$ cat src/rtl/dct_block_sched.sv
// dct_block_sched: frame-level scheduler that walks an IMG_W_BLOCKS x
// IMG_H_BLOCKS image in raster order, one 8x8 block at a time. For each block
// it requests a load, pulses the dct_2d start, waits for completion under a
// done-timeout, and then holds coef_valid until downstream accepts the block.
// All outputs are registered. There are no combinational input-to-output paths.
module dct_block_sched #(
  parameter int IMG_W_BLOCKS = 4,
  parameter int IMG_H_BLOCKS = 4,
  parameter int DONE_TIMEOUT = 1023,
  localparam int XW = (IMG_W_BLOCKS > 1) ? $clog2(IMG_W_BLOCKS) : 1,
  localparam int YW = (IMG_H_BLOCKS > 1) ? $clog2(IMG_H_BLOCKS) : 1,
  localparam int CW = $clog2(DONE_TIMEOUT + 1)
) (
  input  logic          clk,
  input  logic          rst_n,
  input  logic          frame_start,
  input  logic          abort,
  output logic          frame_busy,
  output logic          frame_done,
  output logic          timeout_err,
  output logic          load_req,
  input  logic          load_ack,
  output logic [XW-1:0] blk_x,
  output logic [YW-1:0] blk_y,
  output logic          dct_start_block,
  input  logic          dct_block_done,
  output logic          coef_valid,
  input  logic          coef_ready
);

  localparam logic [XW-1:0] X_LAST  = XW'(IMG_W_BLOCKS - 1);
  localparam logic [YW-1:0] Y_LAST  = YW'(IMG_H_BLOCKS - 1);
  localparam logic [CW-1:0] CNT_MAX = CW'(DONE_TIMEOUT);

  typedef enum logic [2:0] {
    S_IDLE,
    S_LOAD,
    S_START,
    S_WAIT,
    S_EMIT,
    S_DONE
  } state_t;

  state_t        r_state;
  logic          r_busy;
  logic          r_fdone;
  logic          r_terr;
  logic          r_lreq;
  logic          r_start;
  logic          r_valid;
  logic [XW-1:0] r_bx;
  logic [YW-1:0] r_by;
  logic [CW-1:0] r_cnt;

  logic [CW-1:0] w_cnt_inc;
  logic          w_last_blk;

  // In WAIT, w_cnt_inc equals the number of cycles elapsed since the start
  // pulse. The cycle where it equals DONE_TIMEOUT is the last one in which a
  // done is accepted.
  assign w_cnt_inc  = r_cnt + CW'(1);
  assign w_last_blk = (r_bx == X_LAST) && (r_by == Y_LAST);

  assign frame_busy      = r_busy;
  assign frame_done      = r_fdone;
  assign timeout_err     = r_terr;
  assign load_req        = r_lreq;
  assign blk_x           = r_bx;
  assign blk_y           = r_by;
  assign dct_start_block = r_start;
  assign coef_valid      = r_valid;

  // Frame sequencer: state plus every registered output, with abort overriding all transitions.
  always_ff @(posedge clk) begin
    if (!rst_n) begin
      r_state <= S_IDLE;
      r_busy  <= 1'b0;
      r_fdone <= 1'b0;
      r_terr  <= 1'b0;
      r_lreq  <= 1'b0;
      r_start <= 1'b0;
      r_valid <= 1'b0;
      r_bx    <= '0;
      r_by    <= '0;
      r_cnt   <= '0;
    end else begin
      r_start <= 1'b0;
      r_fdone <= 1'b0;
      if (abort) begin
        r_state <= S_IDLE;
        r_busy  <= 1'b0;
        r_lreq  <= 1'b0;
        r_valid <= 1'b0;
      end else begin
        case (r_state)
          S_IDLE: begin
            if (frame_start) begin
              r_state <= S_LOAD;
              r_busy  <= 1'b1;
              r_lreq  <= 1'b1;
              r_terr  <= 1'b0;
              r_bx    <= '0;
              r_by    <= '0;
            end
          end
          S_LOAD: begin
            if (load_ack) begin
              r_state <= S_START;
              r_lreq  <= 1'b0;
              r_start <= 1'b1;
            end
          end
          S_START: begin
            r_cnt   <= '0;
            r_state <= S_WAIT;
          end
          S_WAIT: begin
            if (dct_block_done) begin
              r_state <= S_EMIT;
              r_valid <= 1'b1;
            end else if (w_cnt_inc == CNT_MAX) begin
              r_state <= S_IDLE;
              r_busy  <= 1'b0;
              r_terr  <= 1'b1;
            end else begin
              r_cnt <= w_cnt_inc;
            end
          end
          S_EMIT: begin
            if (coef_ready) begin
              r_valid <= 1'b0;
              if (w_last_blk) begin
                r_state <= S_DONE;
                r_fdone <= 1'b1;
              end else begin
                r_state <= S_LOAD;
                r_lreq  <= 1'b1;
                if (r_bx == X_LAST) begin
                  r_bx <= '0;
                  r_by <= r_by + YW'(1);
                end else begin
                  r_bx <= r_bx + XW'(1);
                end
              end
            end
          end
          S_DONE: begin
            r_state <= S_IDLE;
            r_busy  <= 1'b0;
          end
          default: begin
            r_state <= S_IDLE;
            r_busy  <= 1'b0;
            r_lreq  <= 1'b0;
            r_valid <= 1'b0;
          end
        endcase
      end
    end
  end

endmodule

$ cat config.mk
export PLATFORM = sky130hd
export DESIGN_NAME = dct_block_sched
export DESIGN_NICKNAME = d
export VERILOG_FILES = /design/src/rtl/dct_block_sched.sv
export SDC_FILE = /design/constraint.sdc
export NUM_CORES = 1
export LEC_CHECK = 0
export ABC_AREA = 0
export ABC_CLOCK_PERIOD_IN_PS = 1950
export CELL_PAD_IN_SITES_DETAIL_PLACEMENT = 1
export CELL_PAD_IN_SITES_GLOBAL_PLACEMENT = 1
export CORE_ASPECT_RATIO = 1.25
export CORE_MARGIN = 2
export CORE_UTILIZATION = 36
export CTS_CLUSTER_DIAMETER = 100
export CTS_CLUSTER_SIZE = 10
export DETAILED_ROUTE_END_ITERATION = 8
export PLACE_DENSITY_LB_ADDON = 0.1
export SLEW_MARGIN = 10
export SYNTH_ARGS = -nofsm -noshare
export SYNTH_HDL_FRONTEND = slang
export SYNTH_SLANG_ARGS = --single-unit
$ cat constraint.sdc
create_clock -name clk -period 1.95 [get_ports clk]
set_input_delay 0.195 -clock clk [delete_from_list [all_inputs] [get_ports clk]]
set_output_delay 0.195 -clock clk [all_outputs]
set_load 0.05 [all_outputs]
# --- Word-level counts from Yosys, hierarchy flattened ---
# Cells that the tools add are included.
op_classes:
  add_sub_neg: 3
  bitwise_logic: 8
  n_eq_ne: 18
  muxes: 36
  reduce_logical: 19
ops:
  columns: ["op", "n"]
  rows:
  - ["two-way mux 10 bit", 2]
  - ["one-hot mux 10 bit (2 select lines)", 1]
  - ["two-way mux 3 bit", 6]
  - ["!= test 2 bit, second input constant", 9]
  - ["one-hot mux 3 bit (5 select lines)", 1]
  - ["AND reduction 5 bit", 3]
  - ["two-way mux 2 bit", 7]
  - ["two-way mux 1 bit", 13]
  - ["AND reduction 4 bit", 3]
  - ["adder 10 x 1 -> 10 bit, second input constant", 1]
  - ["== test 10 bit, second input constant", 1]
  - ["OR reduction 3 bit", 3]
  - ["inverter 1 bit", 8]
  - ["one-hot mux 2 bit (2 select lines)", 2]
  - ["OR reduction 4 bit", 2]
  - ["== test 3 x 2 -> 1 bit, second input constant", 2]
  - ["== test 3 bit, second input constant", 2]
  - ["one-hot mux 1 bit (3 select lines)", 2]
  - ["AND reduction 6 bit", 1]
  - ["nonzero test 2 bit", 3]
  - ["adder 2 x 1 -> 2 bit, second input constant", 2]
  - ["== test 2 bit, second input constant", 2]
  - ["one-hot mux 1 bit (4 select lines)", 1]
  - ["== test 3 x 1 -> 1 bit, second input constant", 1]
  - ["6 further kinds", 6]
word_totals:
  regBits: 23
  in_bits: 7
  out_inout_bits: 10

# --- Logic depth before layout (Yosys ltp) ---
# Gate-level depths: netlist of the first run.
logic_depth:
  word_depth: 5
  ltp_mapped: 8

# --- Worst setup path before layout of the first run ---
# Ideal clock, no wire load.
synth_path:
  kind: "reg2reg"
  from: "register r_cnt[1]"
  to: "register r_cnt[6]"
  path_slack_ns: -0.009
  path_buffers: 0
  arrival_time_ns: 1.839
  synth_period_minus_slack_ns: 1.959
  required_ns: 1.830
  path_stages_with_launch: 8
  cell_sequence: "dfxtp_1 ha_1 nand4_1 or3b_1 a32o_2 and2b_1 nand4_2 o31ai_1"
synth_between:
  elab_chain_cells: 4
  elab_cells_between_ends: 7
synth_rtl:
  columns: ["element", "line", "rtl"]
  rows:
  - ["start: declaration", "53", "logic [CW-1:0] r_cnt;"]
  - ["start signal: assignment", "126", "r_cnt <= w_cnt_inc;"]
  - ["adder 10 x 1 -> 10 bit (*)", "61", "assign w_cnt_inc = r_cnt + CW'(1);"]
  - ["== test 10 bit / two-way mux 10 bit (equally long branches)", "121", "end else if (w_cnt_inc == CNT_MAX) begin"]
  - ["!= test 2 bit (no line) / two-way mux 10 bit (equally long branches)", null, null]
  - ["AND reduction 4 bit (no line) / one-hot mux 10 bit (2 select lines) (equally long branches)", null, null]
# Mark *: on every way between the ends. The rest lies on a longest branch, timed or not. The select of a mux whose other input is x is not followed.
# A chain may end at the register's enable or synchronous reset.

# --- Final worst setup path of the first run ---
layout_path:
  from: "register r_cnt[6]"
  to: "register r_state[0]"
layout_between:
  elab_chain_cells: 4
layout_rtl:
  columns: ["element", "line", "rtl"]
  rows:
  - ["adder 10 x 1 -> 10 bit", "61", null]
  - ["== test 10 bit", "121", null]
  - ["!= test 3 bit (no line)", null, null]
  - ["AND reduction 4 bit (no line)", null, null]
  - ["end signal: assignment", "119", "r_state <= S_EMIT;"]
  - ["end signal: assignment", "122", "r_state <= S_IDLE;"]
  - ["end signal: assignment", "133", "r_state <= S_DONE;"]
  - ["end: declaration", "44", "state_t r_state;"]
# No other way between the ends.

==> results.ini, run 1 <==
[routing]
drt_iter0_drc = 47
vias_per_cell = 5.78
wl_per_cell_um = 16.9
vias = 1445
wirelength_mm = 4.23
route.detailed.drc = 0
ant_nets = 0
firstDrtPassIters = 4

[placement]
routabilityCongestion = 0.830
pre_cts_slack_ns = -0.0372
dp_hpwl_mm = 3.28
placed_cell_area_mm2 = 0.00169
port_buffers = 16
dp.cells = 245

[clocking]
clockBufferDepth = 2
clock-sinks = 23
cts_buffers = 3
cts_tree = yes
clk_pin_slew_ns = 0.09
clock_latency_ns = 0.28
root_buffer = clkbuf_8
cts-htree-levels = 1

[floorplan]
coreArea_mm2 = 0.00372
ios = 17
die_width_um = 59.1
rows = 25
dieArea_mm2 = 0.00431
die_h_um = 72.9
start_util = 0.367

[hold_path]
hp-class = flop to flop

[logic_synthesis]
synth_top_flop_cell = dfxtp_1
yosysUniqueCellTypes = 51
seq_area_frac_synth = 0.337
synthCells = 177
ys_warn_count = 0
synth-seq-cells = 23
syn_area_per_cell_um2 = 7.73
async_reset_ff_frac = 0
synth_fp_nets = 188
syn-cell-area_mm2 = 0.00137
synth_edf_count = 0
synth_area_leaders = dfxtp_1 (34%), nand2_1 (6.9%), a21oi_1 (4.4%)
netlist.area_leader.share = 0.337
synth_largest_area_cell = dfxtp_1

[grt]
use_met2 = 0.399
use_met1 = 0.241
first_global_vias = 1560
grt_busiest_layer = met2
antenna_found_initial = 0
grt_max_degree = 14
grt_pass1_wl_mm = 7.18
grtUsageMet3 = 0.0266
grt-ovfl-total = 0
globalRouteTotalUtil = 0.215

[sta]
period_needed_ns = 1.89
fin_worst_skew_ns = 0.00835
fin_tns_setup_ns = 0
setup_ws_ns = 0.0622
fmax_mhz = 530
worstMarginPinSlew_ns = 0.503
maxSlewHeadroom = 0.664
hold_violations = 0
finalMaxSlewViolations = 0
rsz0062_at_grt = true
final-setup-viol-count = 0
period_share = 0.968

[finish]
n_antenna_cell = 0
fillers = 466
design_area_mm2 = 0.00181
drive_above_1_share = 0.200
layout-area-overhead-vs-synth_pct = 32.0
final_cell_count_no_fill = 250
layout.nets = 222

[setup_path]
startpoint_type = flop
required_ns = 2.11
critPathMaxFanout = 6
worst_setup_path_end_kind = flop
crit_type = flop to flop
cp.arrival_ns = 2.05
r2r_setup_slack_ns = 0.06

[pwr]
powerDensity_mw_per_mm2 = 516
p_leak_nw = 0.627
worst_ir_drop_vdd_uv = 354

[status]
status = complete, no violations

[run]
drv_cap = 0

cells by family (layout without fill, tap and decap cells):
logic type | count (synthesis) | count (layout) | synth area share
and+or+nand+nor | 91 | 91 | 0.355
AOI/OAI and AO/OA | 43 | 43 | 0.214
DFF | 23 | 23 | 0.337
buffers and inverters | 14 | 47 | 0.0430
adders and majority gates | 4 | 4 | 0.0366
muxes | 2 | 2 | 0.0146
state kept, by name, summed over array words and instances (netlist names), 2 cells and up:
name and flops:
r_cnt 10, r_state 3, blk_x 2, blk_y 2
cell type report:
type,instances,area (um^2),share of cell area
clock buffers,3,41.3,0.0229
flip-flops and latches,23,464,0.257
clock inverters,1,5.00,0.00277
well taps,40,50.0,0.0277
multi-input cells,140,905,0.501
inverters,6,22.5,0.0125
repair buffers,37,318,0.176
metal layers:
metal | vias to the layer above | part of all wire
met1 | 700 | 0.43
met2 | 19 | 0.53
met4 | 0 | 0.022
met3 | 10 | 0.017
li1 | 716 | -
met5 | - | 0
worst max-delay path: stages (launching register included):
cell and delay [ns]:
dfxtp_1 0.41, and4_4 0.27, or3b_4 0.38, a32o_2 0.30, and2b_1 0.21, nand4_4 0.13, o21ai_1 0.08
layout by cell type (no fill, tap or decap), drive strengths merged, types with 6 or more instances in the layout:
master         count
a21oi             12
buf               21
clkdlybuf4s50     16
dfxtp             23
inv                6
nand2             27
nand3              7
nor2              15
nor3              10
o21ai              8
final timing paths:
check / startpoint / to / cells after the start
setup reg to reg: r_cnt[6] / r_state[0] / 6
setup / recovery: r_cnt[6] / r_state[0] / 6
hold reg to reg: blk_x[1] / blk_x[1] / 2
hold / removal: blk_x[1] / blk_x[1] / 2
what timing repair did:
item                                    in CTS  in global routing
hold buffers                                 0                  0
pin swaps                                    0                  5
resized for setup                            4                  8
buffers inserted                             0                  1
endpoints found under the setup margin       4                  6
cell usage after synthesis (all sizes together), types with 3 or more instances:
master	instances
nand4b	3
inv	6
nand3	7
nor2	15
nand2	27
nor2b	3
nor3	10
buf	4
nand2b	5
and2	3
a211oi	3
nand4	5
a21oi	12
dfxtp	23
ha	4
o21ai	8
clkbuf	4
report_power, final:
part | switching [mW] | total, mW | internal, mW | leakage (nW)
combinational | 0.0768 | 0.132 | 0.0554 | 0.414
clock | 0.172 | 0.315 | 0.143 | 0.0255
sequential | 0.00642 | 0.484 | 0.478 | 0.187
stage by stage:
stage	utilization	power [mW]	hold slack [ns]
final	0.485	0.931	0.500
after global routing	0.485	0.968	0.540
after CTS	0.475	0.934	0.503
after detailed placement	0.455	0.622	0.488
after global placement	0.455	0.619	0.475
after floorplan	-	0.564	0.309
Note: power is estimated with default switching activity, not from simulation.
==> run 2, diff against run 1 <==
--- a/config.mk
+++ b/config.mk
@@ -10,8 +10,8 @@
 export CELL_PAD_IN_SITES_DETAIL_PLACEMENT = 1
 export CELL_PAD_IN_SITES_GLOBAL_PLACEMENT = 1
 export CORE_ASPECT_RATIO = 1.25
-export CORE_MARGIN = 2
-export CORE_UTILIZATION = 36
+export CORE_MARGIN = 3
+export CORE_UTILIZATION = 35
 export CTS_CLUSTER_DIAMETER = 100
 export CTS_CLUSTER_SIZE = 10
 export DETAILED_ROUTE_END_ITERATION = 8
==> run 2 against run 1 <==
Non-clock buffer count increased by 1; die area increased by 9.0%; combinational power about the same; register-to-register slack improved by 0.02 ns; critical path type unchanged; highest routed layer unchanged.
==> results.ini, run 2 (same netlist as run 1, synthesis figures left out) <==
[status]
status = complete, no violations

[setup_path]
crit_start = r_cnt[6]
rr_startpoint = r_cnt[6]
r2r_end = r_cnt[0]
critPathMaxFanout = 5
required_ns = 2.11
cp.arrival_ns = 2.03
crit_type = flop to flop
rr_worst_depth = 6
startpoint_type = flop
r2r_setup_slack_ns = 0.08
path_cells = and4_1 > or3b_4 > a32o_2 > and2b_2 > nand4_4 > a21oi_1
endpoint = r_cnt[0]
cp_slowest_cell = dfxtp_1
worst_setup_path_end_kind = flop
max_stage_delay_ns = 0.40

[finish]
layout_commonest_cell = nand2_1
largest_reg_flops = 10
utilization = 0.498
fillers = 458
top_regs = r_cnt (10), r_state (3)
final_cell_mix = nand2_1 (25), buf_4 (22), dfxtp_1 (19), clkdlybuf4s50_1 (16), nor2_1 (14)
top_register = r_cnt
final_cell_count_no_fill = 263
layout-area-overhead-vs-synth_pct = 32.2
drive_above_1_share = 0.194
n_antenna_cell = 0
layout.nets = 223

[routing]
drt_iter0_drc = 62
route.detailed.drc = 0
vias = 1463
wl_per_cell_um = 16.2
wirelength_mm = 4.25
firstDrtPassIters = 4
ant_nets = 0
vias_per_cell = 5.56

[floorplan]
die_h_um = 75.9
die_width_um = 61.9
dieArea_mm2 = 0.00470
ios = 17
coreArea_mm2 = 0.00363
rows = 24
start_util = 0.376

[pwr]
powerDensity_mw_per_mm2 = 511
p_leak_nw = 0.628
worst_ir_drop_vdd_uv = 308
total_power_mw = 0.924

[grt]
globalRouteTotalUtil = 0.200
first_global_vias = 1561
antenna_found_initial = 0
grt_pass1_wl_mm = 7.04
grt_max_degree = 13
grt-ovfl-total = 0

[clocking]
root_buffer = clkbuf_8
cts-htree-levels = 1
clock-sinks = 23
clk_pin_slew_ns = 0.08
postCtsSetupRepairBufs = 0
cts_buffers = 3
clockBufferDepth = 2
clock_latency_ns = 0.26
cts_tree = yes

[sta]
finalMaxSlewViolations = 0
worstMarginPinSlew_ns = 0.505
final-setup-viol-count = 0
hold_violations = 0
fin_tns_setup_ns = 0
period_share = 0.957
rsz0062_at_grt = false
period_needed_ns = 1.87
fin_worst_skew_ns = 0.000903
fmax_mhz = 536
hold_ws_ns = 0.499
maxSlewHeadroom = 0.663

[placement]
port_buffers = 16
routabilityCongestion = 0.851
dp_hpwl_mm = 3.31
dp.cells = 259

[hold_path]
hp-class = flop to flop

[run]
drv_cap = 0

## run 2: critical path: cells and delay by family, from the launching register on
kind,cells,cell delay (ns)
AOI/OAI and AO/OA,2,0.37
DFF,1,0.40
and+or+nand+nor,4,0.99
## run 2: repair_timing
item / 4_1_cts / 5_1_grt
pin swaps: 0 / 2
gates resized for setup: 1 / 9
hold buffers: 0 / 0
endpoints found under the setup margin: 3 / 6
gates cloned: 0 / 0
## run 2: report_power, final
group / switching (mW) / internal, mW / total, mW
Clock: 0.160 / 0.146 / 0.306
Sequential: 0.00702 / 0.478 / 0.485
Combinational: 0.0771 / 0.0555 / 0.133
## run 2: stage by stage
stage,instance area [um^2],worst slack [ns]
floorplan,1370,0.0206
finish,1810,0.0830
detailed placement,1720,-0.0343
global placement,1720,-0.00819
global route,1810,0.00292
CTS,1780,0.0145
## run 2: cell type report
| class | instances | area (um^2) | share of cell area |
|---|---|---|---|
| Timing Repair Buffer | 38 | 325 | 0.180 |
| Tap cell | 52 | 65.1 | 0.0360 |
| Clock buffer | 4 | 45.0 | 0.0249 |
| Multi-Input combinational cell | 140 | 885 | 0.489 |
| Inverter | 6 | 22.5 | 0.0125 |
| Sequential cell | 23 | 465 | 0.257 |
## run 2: how the worst min path moves through the flow
stage,from,to,slack (ns),cells after the start
final,blk_x[1],blk_x[1],0.50,2
after global routing,blk_x[1],blk_x[1],0.53,2
after CTS,blk_x[1],blk_x[1],0.50,2
after global placement,blk_x[1],blk_x[1],0.47,2
after floorplan,coef_ready,frame_done,0.31,2
after detailed placement,blk_x[1],blk_x[1],0.49,2
## run 2: layer usage
metal,GRT usage,vias up,share of wire
met1,0.219,717,0.42
met4,0.0849,0,0.024
met2,0.377,22,0.53
li1,-,716,-
met5,0,-,0
met3,0.0237,8,0.021
==> run 3, diff against run 2 <==
--- a/config.mk
+++ b/config.mk
@@ -9,13 +9,14 @@
 export ABC_CLOCK_PERIOD_IN_PS = 1950
 export CELL_PAD_IN_SITES_DETAIL_PLACEMENT = 1
 export CELL_PAD_IN_SITES_GLOBAL_PLACEMENT = 1
-export CORE_ASPECT_RATIO = 1.25
+export CORE_ASPECT_RATIO = 1.2
 export CORE_MARGIN = 3
-export CORE_UTILIZATION = 35
+export CORE_UTILIZATION = 36
 export CTS_CLUSTER_DIAMETER = 100
 export CTS_CLUSTER_SIZE = 10
 export DETAILED_ROUTE_END_ITERATION = 8
 export PLACE_DENSITY_LB_ADDON = 0.1
+export SKIP_LAST_GASP = 1
 export SLEW_MARGIN = 10
 export SYNTH_ARGS = -nofsm -noshare
 export SYNTH_HDL_FRONTEND = slang
==> run 3 against run 2 <==
Wire length up 2.0%; count of clock-buffer cells in the layout unchanged; global-route usage up 0.40 points; worst setup slack better by 0.057 ns; hold slack worse by 0.0075 ns; sequential cell count unchanged; design area down 0.62%; via count up 1.0%; combinational power about the same; clock power down 2%; fmax up 3.1%; sequential power about the same; largest power group unchanged.
==> results.ini, run 3 (same netlist as run 1, synthesis figures left out) <==
[clocking]
clk_pin_slew_ns = 0.08
root_buffer = clkbuf_8
cts_buffers = 3
cts-htree-levels = 1
clock-sinks = 23
postCtsSetupRepairBufs = 0
clockBufferDepth = 2
clock_latency_ns = 0.27
cts_tree = yes

[floorplan]
coreArea_mm2 = 0.00348
die_width_um = 62.3
dieArea_mm2 = 0.00458
start_util = 0.393
die_h_um = 73.5
rows = 23
ios = 17

[placement]
dp_hpwl_mm = 3.50
port_buffers = 16
dp.cells = 257
routabilityCongestion = 0.890

[finish]
layout.nets = 223
layout-area-overhead-vs-synth_pct = 31.4
final_cell_count_no_fill = 261
final_cell_mix = nand2_1 (25), buf_4 (22), dfxtp_1 (19), clkdlybuf4s50_1 (16), nor2_1 (14)
top_register = r_cnt
n_antenna_cell = 0
top_regs = r_cnt (10), r_state (3)
largest_reg_flops = 10
layout_commonest_cell = nand2_1
drive_above_1_share = 0.180

[sta]
worstMarginPinSlew_ns = 0.514
rsz0062_at_grt = false
finalMaxSlewViolations = 0
hold_violations = 0
fin_worst_skew_ns = 0.00402
maxSlewHeadroom = 0.657
period_needed_ns = 1.81
final-setup-viol-count = 0
fmax_mhz = 552
period_share = 0.928

[grt]
use_met1 = 0.201
first_global_vias = 1609
antenna_found_initial = 0
grtUsageMet3 = 0.0352
use_met2 = 0.426
grt_pass1_wl_mm = 7.42
globalRouteTotalUtil = 0.205
grt-ovfl-total = 0
grt_max_degree = 13
grt_busiest_layer = met2

[setup_path]
cp.buffers_inverters = 0
startpoint_type = flop
cp.arrival_ns = 1.97
max_stage_delay_ns = 0.40
critPathMaxFanout = 6
required_ns = 2.11
crit_type = flop to flop
cp_slowest_cell = or3b_1
path_cells = ha_4 > nand4_1 > or3b_1 > a32o_2 > and2b_1 > nand4_4 > o21ai_1
crit_family = simple AND/OR/NAND/NOR gates
worst_setup_path_end_kind = flop

[routing]
route.detailed.drc = 0
vias_per_cell = 5.66
wirelength_mm = 4.34
ant_nets = 0
wl_per_cell_um = 16.6
drt_iter0_drc = 60
firstDrtPassIters = 4
vias = 1478

[pwr]
p_leak_nw = 0.624
total_power_mw = 0.920
worst_ir_drop_vdd_uv = 331
powerDensity_mw_per_mm2 = 512

[status]
status = complete, no violations

[hold_path]
hp-class = flop to flop

[run]
drv_cap = 0

-- run 3: tightest hold or removal path, cell delays in order (launching register included) --
cell and delay [ns]:
dfxtp_1 0.33, nand2b_1 0.07, a21oi_1 0.05
-- run 3: repair_timing --
item | in CTS | in global routing
gates resized for setup | 0 | 7
endpoints found under the setup margin | 0 | 6
hold buffers | 0 | 0
-- run 3: routing by layer --
layer,part of all wire,vias up
li1,-,720
met1,0.40,723
met2,0.54,26
met3,0.033,9
met4,0.024,0
met5,0,-
-- run 3: path summary, 6_finish.rpt --
path / end / start / cells after the start / slack, ns
worst max-delay path: r_state[0] / r_cnt[0] / 7 / 0.14
worst min-delay path: blk_x[1] / blk_x[1] / 2 / 0.49
worst max register to register: r_state[0] / r_cnt[0] / 7 / 0.14
worst min register to register: blk_x[1] / blk_x[1] / 2 / 0.49
-- run 3: through the flow --
stage | util | setup TNS (ns) | hold WS (ns) | worst slack (ns) | instance area [um^2]
2_1_floorplan | - | 0 | 0.309 | 0.0206 | 1370
3_3_place_gp | 0.494 | -0.0254 | 0.474 | -0.0254 | 1720
3_5_place_dp | 0.494 | -0.230 | 0.486 | -0.142 | 1720
4_1_cts | 0.507 | 0 | 0.497 | 0.0218 | 1770
5_1_grt | 0.516 | 0 | 0.520 | 0.0146 | 1800
6_report | 0.516 | 0 | 0.492 | 0.140 | 1800
-- run 3: area by class of cell --
class,count,area [um^2]
flip-flops and latches,23,465
repair buffers,38,325
inverters,6,22.5
well taps,50,62.6
fillers,461,1690
multi-input cells,140,876
clock buffers,4,45.0
-- run 3: where the power goes --
part,internal [mW],total (mW),switching [mW]
clock,0.146,0.301,0.155
sequential,0.477,0.486,0.00818
combinational,0.0554,0.133,0.0776
total,0.679,0.920,0.241
